<file path="src/rtl/led_pattern_gen.sv">
// rtl/led_pattern_gen.sv - animated 16-bit LED pattern source with valid/ready output
module led_pattern_gen #(
   parameter logic [31:0] DIV = 32'd50_000_000
) (
   input  logic        clk,
   input  logic        rst_n,
   input  logic        enable,
   input  logic [1:0]  mode,
   input  logic        word_ready,
   output logic [15:0] led_word,
   output logic        word_valid
);

   localparam logic [31:0] LP_CNT_LAST = DIV - 32'd1;

   localparam logic [1:0]  LP_MODE_ROTATE   = 2'd0;
   localparam logic [1:0]  LP_MODE_PINGPONG = 2'd1;
   localparam logic [1:0]  LP_MODE_COUNT    = 2'd2;
   localparam logic [1:0]  LP_MODE_BLINK    = 2'd3;

   localparam logic [15:0] LP_RESET_WORD    = 16'h0001;

   // Prescaler and pending-tick state
   logic [31:0] r_cnt;
   logic        r_pend;

   // Pattern state: the visible word doubles as the animation state
   logic [1:0]  r_mode_q;
   logic        r_dir;
   logic [15:0] r_led_word;
   logic        r_word_valid;

   logic        w_tick;
   logic        w_slot_free;
   logic        w_step;
   logic        w_xfer;
   logic        w_mode_change;
   logic [15:0] w_seed_word;
   logic [15:0] w_adv_word;
   logic        w_adv_dir;

   // The output register can take a new word when empty or being emptied this cycle,
   // which is what lets a pending tick land in the same cycle as a transfer.
   assign w_tick        = enable & (r_cnt == LP_CNT_LAST);
   assign w_slot_free   = ~r_word_valid | word_ready;
   assign w_step        = enable & (w_tick | r_pend) & w_slot_free;
   assign w_xfer        = r_word_valid & word_ready;
   assign w_mode_change = (mode != r_mode_q);

   // Prescaler: free-runs while enabled, wraps on tick, parks at zero when stopped
   always_ff @(posedge clk or negedge rst_n) begin
      if (!rst_n) begin
         r_cnt <= '0;
      end else if (!enable || w_tick) begin
         r_cnt <= '0;
      end else begin
         r_cnt <= r_cnt + 32'd1;
      end
   end

   // Pending tick: remembers a single tick that could not step; extra ticks are dropped
   always_ff @(posedge clk or negedge rst_n) begin
      if (!rst_n) begin
         r_pend <= 1'b0;
      end else if (!enable || w_step) begin
         r_pend <= 1'b0;
      end else if (w_tick) begin
         r_pend <= 1'b1;
      end
   end

   // Seed word for the mode being switched into
   always_comb begin
      w_seed_word = 16'h0001;
      case (mode)
         LP_MODE_ROTATE:   w_seed_word = 16'h0001;
         LP_MODE_PINGPONG: w_seed_word = 16'h0001;
         LP_MODE_COUNT:    w_seed_word = 16'h0000;
         LP_MODE_BLINK:    w_seed_word = 16'hFFFF;
         default:          w_seed_word = 16'h0001;
      endcase
   end

   // Next pattern word and ping-pong direction under the current mode
   always_comb begin
      w_adv_word = r_led_word;
      w_adv_dir  = r_dir;
      case (r_mode_q)
         LP_MODE_ROTATE: begin
            w_adv_word = {r_led_word[14:0], r_led_word[15]};
         end
         LP_MODE_PINGPONG: begin
            // Direction flips on reaching an end so each end is shown only once per sweep
            if (!r_dir) begin
               w_adv_word = {r_led_word[14:0], 1'b0};
               w_adv_dir  = w_adv_word[15];
            end else begin
               w_adv_word = {1'b0, r_led_word[15:1]};
               w_adv_dir  = ~w_adv_word[0];
            end
         end
         LP_MODE_COUNT: begin
            w_adv_word = r_led_word + 16'd1;
         end
         LP_MODE_BLINK: begin
            w_adv_word = ~r_led_word;
         end
         default: begin
            w_adv_word = r_led_word;
         end
      endcase
   end

   // Mode tracking: a mode change is only acted on at a step, where it reseeds the pattern
   always_ff @(posedge clk or negedge rst_n) begin
      if (!rst_n) begin
         r_mode_q <= LP_MODE_ROTATE;
         r_dir    <= 1'b0;
      end else if (w_step) begin
         if (w_mode_change) begin
            r_mode_q <= mode;
            r_dir    <= 1'b0;
         end else begin
            r_dir    <= w_adv_dir;
         end
      end
   end

   // Output word and valid: load on step, drop valid after a transfer with no new step
   always_ff @(posedge clk or negedge rst_n) begin
      if (!rst_n) begin
         r_led_word   <= LP_RESET_WORD;
         r_word_valid <= 1'b0;
      end else if (w_step) begin
         r_led_word   <= w_mode_change ? w_seed_word : w_adv_word;
         r_word_valid <= 1'b1;
      end else if (w_xfer) begin
         r_word_valid <= 1'b0;
      end
   end

   assign led_word   = r_led_word;
   assign word_valid = r_word_valid;

endmodule

</file>
<file path="config.mk">
export PLATFORM = sky130hd
export DESIGN_NAME = led_pattern_gen
export DESIGN_NICKNAME = d
export VERILOG_FILES = /design/src/rtl/led_pattern_gen.sv
export SDC_FILE = /design/constraint.sdc
export NUM_CORES = 1
export LEC_CHECK = 0
export BUFFER_PORTS_ARGS = -buffer_cell sky130_fd_sc_hd__clkbuf_2
export CORE_UTILIZATION = 55
export DETAILED_ROUTE_END_ITERATION = 10
export GPL_ROUTABILITY_DRIVEN = 0
export PLACE_DENSITY = 0.84
export SLEW_MARGIN = 0
export SYNTH_ARGS = -nofsm -noshare
export SYNTH_HDL_FRONTEND = slang
export SYNTH_SLANG_ARGS = --single-unit
</file>
<file path="constraint.sdc">
create_clock -name clk -period 3.1 [get_ports clk]
set_clock_uncertainty 0.2 [all_clocks]
set_input_delay 0.465 -clock clk [delete_from_list [all_inputs] [get_ports clk]]
set_output_delay 0.465 -clock clk [all_outputs]
set_load 0.03 [all_outputs]
</file>
* Word-level counts from Yosys, hierarchy flattened
Cells that the tools add are included. W data, S select, Z words.
Word-level totals: flip-flop bits (word level) 53, input port bits 6, output and inout port bits 17, logic and storage cells 48
Cells by class: add/sub/neg operators 2, equality and inequality tests 8, mux-type cells 12, bitwise gates (word level) 9, reduce and logical (&&, ||, !) cells 11
Operator list (count):
- $pmux W16 S4 | 1
- $pmux W16 S3 | 1
- $add A32 B1 Y32 const B | 1
- $eq A32 B26 Y1 const B | 1
- $mux W16 | 2
- $mux W32 | 1
- $add A16 B1 Y16 const B | 1
- $not A16 Y16 | 1
- $eq A2 B2 Y1 const B | 4
- $mux W1 | 7
- $reduce_bool A2 Y1 | 3
- $and A1 B1 Y1 | 4
- $eq A2 B1 Y1 const B | 2
- $logic_not A2 Y1 | 2
- $reduce_and A2 Y1 | 2
- $logic_or A1 B1 Y1 | 2
- $ne A2 B2 Y1 | 1
- $not A1 Y1 | 2
- $or A1 B1 Y1 | 2
- $reduce_or A2 Y1 | 1
- $logic_not A1 Y1 | 1

* Logic depth before layout (Yosys ltp)
depth in word-level cells 7, mapped depth 7, depth with buffers taken out 6

* Worst setup path after synthesis
OpenSTA, ideal clock, no wires.
path kind register to register, start point reg r_led_word[2] (netlist: led_word[2]), end point reg r_led_word[9] (netlist: led_word[9]), library setup time 0.065 ns, arrival 1.949 ns, required time 2.835 ns, path slack 0.886 ns, cell stages (with the launch flop) 8, cells stage by stage dfrtp_1 > clkbuf_1 > and4_1 > clkbuf_1 > nand3_1 > mux2i_1 > a2111oi_0 > o22a_1
On the way: cells in the longest elaborated chain, start to end 3
Ends and longest elaborated chain:
- start: declaration | RTL line 30 | logic [15:0] r_led_word;
- start signal: assignment | RTL line 135 | r_led_word <= w_mode_change ? w_seed_word : w_adv_word;
- $add A16 B1 Y16 | RTL line 103 | w_adv_word = r_led_word + 16'd1;
- $pmux W16 S4 | RTL line 88 | case (r_mode_q)
- $mux W16 | RTL line 135
Every way passes these cells. A chain may end at the register's enable or synchronous reset.

* Worst setup path after layout
start point reg r_cnt[16], end point reg r_led_word[15] (netlist: led_word[15])
On the way: cells in the longest elaborated chain, start to end 5
Ends and longest elaborated chain:
- start: declaration | RTL line 24 | logic [31:0] r_cnt;
- start signal: assignment | RTL line 57 | r_cnt <= r_cnt + 32'd1;
- $eq A32 B26 Y1 | RTL line 44 | assign w_tick = enable & (r_cnt == LP_CNT_LAST);
- $and A1 B1 Y1 | RTL line 44
- $or A1 B1 Y1 | RTL line 46 | assign w_step = enable & (w_tick | r_pend) & w_slot_free;
- $and A1 B1 Y1 (2 in series) | RTL line 46
Every way passes these cells.

==> impl_metrics.env <==
export IMPL_status="completed"
export IMPL_synthArstFlopShare_pct=100
export IMPL_clk_latency_ns=0.31
export IMPL_cts_resized=0
export IMPL_grt_pass1_wl_um=13800
export IMPL_initial_core_util_pct=57.1
export IMPL_finalMaxSlewViolations=0
export IMPL_clkSlewWorstSetupHoldPaths_ns=0.10
export IMPL_dp_cells=468
export IMPL_io_pins=23
export IMPL_period_needed_ns=2.48
export IMPL_worstPathArrival_ns=2.51
export IMPL_drtIter0Drc=307
export IMPL_synthFlopType="dfrtp_1"
export IMPL_die_y_um=80.6
export IMPL_synth_top_family_by_area="simple AND/OR/NAND/NOR gates"
export IMPL_yosysUniqueCellTypes=63
export IMPL_synth_top_area_cell="dfrtp_1"
export IMPL_syn2layout_area_growth_pct=7.44
export IMPL_die_area_um2=6500
export IMPL_clock_sinks=53
export IMPL_synthXorXnorAreaFrac_pct=7.47
export IMPL_power_leakage_nw=1.52
export IMPL_overflow=0
export IMPL_cts_buffers=5
export IMPL_startpoint_type="flop"
export IMPL_setup_viol=0
export IMPL_synth_top_area_share_pct=38.3
export IMPL_rows=28
export IMPL_relSlewSlack_pct=25.6
export IMPL_grt_pass1_vias=2931
export IMPL_crit_path_start="r_cnt[16]"
export IMPL_yosys_warnings=0
export IMPL_critPathCaptureType="flop"
export IMPL_grt_use_total_pct=27.5
export IMPL_grt_max_degree=54
export IMPL_seq_area_frac_synth_pct=39.1
export IMPL_fp_dieW_um=80.6
export IMPL_critPathKind="reg -> reg"
export IMPL_hpwl_um=5500
export IMPL_pwr_density_cell_nw_per_um2=350
export IMPL_ys_ff_latch=53
export IMPL_syn_nets=399
export IMPL_ir_drop_uv=228
export IMPL_coreArea_um2=5960
export IMPL_drt_wl_total_um=8350
export IMPL_hold_buffers=0
export IMPL_fin_cells=476
export IMPL_synthSimpleGateAreaFrac_pct=28.5
export IMPL_syn_cell_area_um2=3400
export IMPL_r2r_start="r_cnt[16]"
export IMPL_tightest_slew_ns=1.11
export IMPL_synth_most_common_cell="dfrtp_1"
export IMPL_routed_via_count=3191
export IMPL_fin_setup_tns_ns=0
export IMPL_rsz0062_at_grt="false"
export IMPL_crit_required_ns=3.13
export IMPL_drv_cap=0
export IMPL_first_pass_iters=5
export IMPL_fmax_mhz=403
export IMPL_vias_per_cell=6.70
export IMPL_synth_area_top_cells="dfrtp_1, xnor2_1, nor2_1, nand3_1, nand2_1"
export IMPL_n_antenna_cell=0
export IMPL_cts_path_max_buffers=2
export IMPL_ant_nets=0
export IMPL_antenna_found_initial=0
export IMPL_synthCells=391
export IMPL_synth_compound_area_share_pct=17.5
export IMPL_wl_per_cell_um=17.5
export IMPL_cts_tree="built"
export IMPL_drcViolationCount=0
export IMPL_synth_enable_flop_cells=0
export IMPL_postCtsSetupBuffers=0
export IMPL_hold_violations=0
export IMPL_post_route_period_util_pct=80.1
export IMPL_hp_class="in -> async"
export IMPL_syn_avg_cell_area_um2=8.69
export IMPL_cts_htree_levels=2
export IMPL_synthAdderAreaFrac_pct=0.736
export IMPL_synth_mux_area_share_pct=2.76
export IMPL_worst_path_max_fanout=12
export IMPL_nets=408
export IMPL_port_buffers=22
export IMPL_synth_common_cells="dfrtp_1, nor2_1, nand2_1"
export IMPL_drive_gt1_share_pct=14.7
export IMPL_root_buffer="clkbuf_8"
## routing by layer
metal	wire [um]	global-route usage [%]	vias up
li1	-	-	1451
met1	3580	37.6	1551
met2	3930	43.1	152
met3	595	4.20	37
met4	251	11.8	0
met5	0	0	-
## where the power goes
group | total (W) | switching, W | internal, W
sequential | 0.000715 | 0.0000156 | 0.000699
clock | 0.000436 | 0.000250 | 0.000186
combinational | 0.000126 | 0.0000844 | 0.0000419
## sequential cells by signal (all words and copies together) (netlist names)
register / count
r_cnt: 32
r_pend: 1
word_valid: 1
r_mode_q: 2
r_dir: 1
led_word: 16
## layout make-up
| class | instances | area (um^2) |
|---|---|---|
| clock buffer | 6 | 82.6 |
| clock inverter | 2 | 17.5 |
| fill | 506 | 2300 |
| inverter | 8 | 30.0 |
| multi-input combinational | 303 | 1940 |
| sequential | 53 | 1330 |
| tap | 75 | 93.8 |
| timing repair buffer | 29 | 163 |
## final timing paths
kind | endpoint | slack [ns] | cells after the start
worst max-delay path | led_word[15] | 0.62 | 6
worst min-delay path | r_cnt[31] | 0.05 | 2
worst max register to register | led_word[15] | 0.62 | 6
worst min register to register | r_cnt[0] | 0.29 | 1
max in group asynchronous | r_cnt[5] | 2.20 | 2
min in group clk | r_pend | 0.24 | 3
## critical path: stages (launching register included)
cell,delay [ns]
dfrtp_1,0.48
nor4bb_1,0.34
nand4_1,0.26
o21bai_2,0.57
buf_4,0.25
a21oi_1,0.07
a211oi_1,0.23
## per-stage QoR
step	setup slack (ns)	power [W]	util, %	cell area [um^2]	hold WS [ns]
3_5_place_dp	0.653	0.000852	59.6	3550	0.273
3_3_place_gp	0.730	0.000848	59.6	3550	0.261
4_1_cts	0.632	0.00128	61.3	3650	0.0896
5_1_grt	0.483	0.00132	61.3	3650	0.135
2_1_floorplan	0.886	0.000809	-	3400	-0.0306
6_report	0.617	0.00128	61.3	3650	0.0495
## placed cells by master, fill, tap and decap left out, types with 3 or more instances in the layout
master / instances
xor2_1: 5
nor4_1: 11
a311o_1: 3
nand3_1: 21
mux2i_1: 6
xnor2_1: 24
nand4_1: 9
nor3_1: 14
a31oi_1: 12
clkbuf_8: 6
and4_1: 6
a211oi_1: 6
a21oi_1: 15
nor2_1: 35
inv_1: 8
o2bb2ai_1: 3
o31ai_1: 4
and2_1: 8
buf_4: 7
o21ai_0: 18
mux2_2: 3
or3_1: 7
a41oi_1: 4
nand2_1: 27
dfrtp_1: 52
nand2b_1: 6
clkbuf_2: 22
and3_1: 14
## kinds of logic (layout without fill, tap and decap cells)
family | count (synthesis) | count (layout)
AO/OA/AOI/OAI | 87 | 87
XOR/XNOR | 29 | 29
adder cells (fa/ha/maj) | 2 | 2
buffers and inverters | 35 | 45
flip-flops | 53 | 53
multiplexers | 9 | 9
AND/OR/NAND/NOR | 176 | 176
Note: power is estimated with default switching activity, not from simulation.
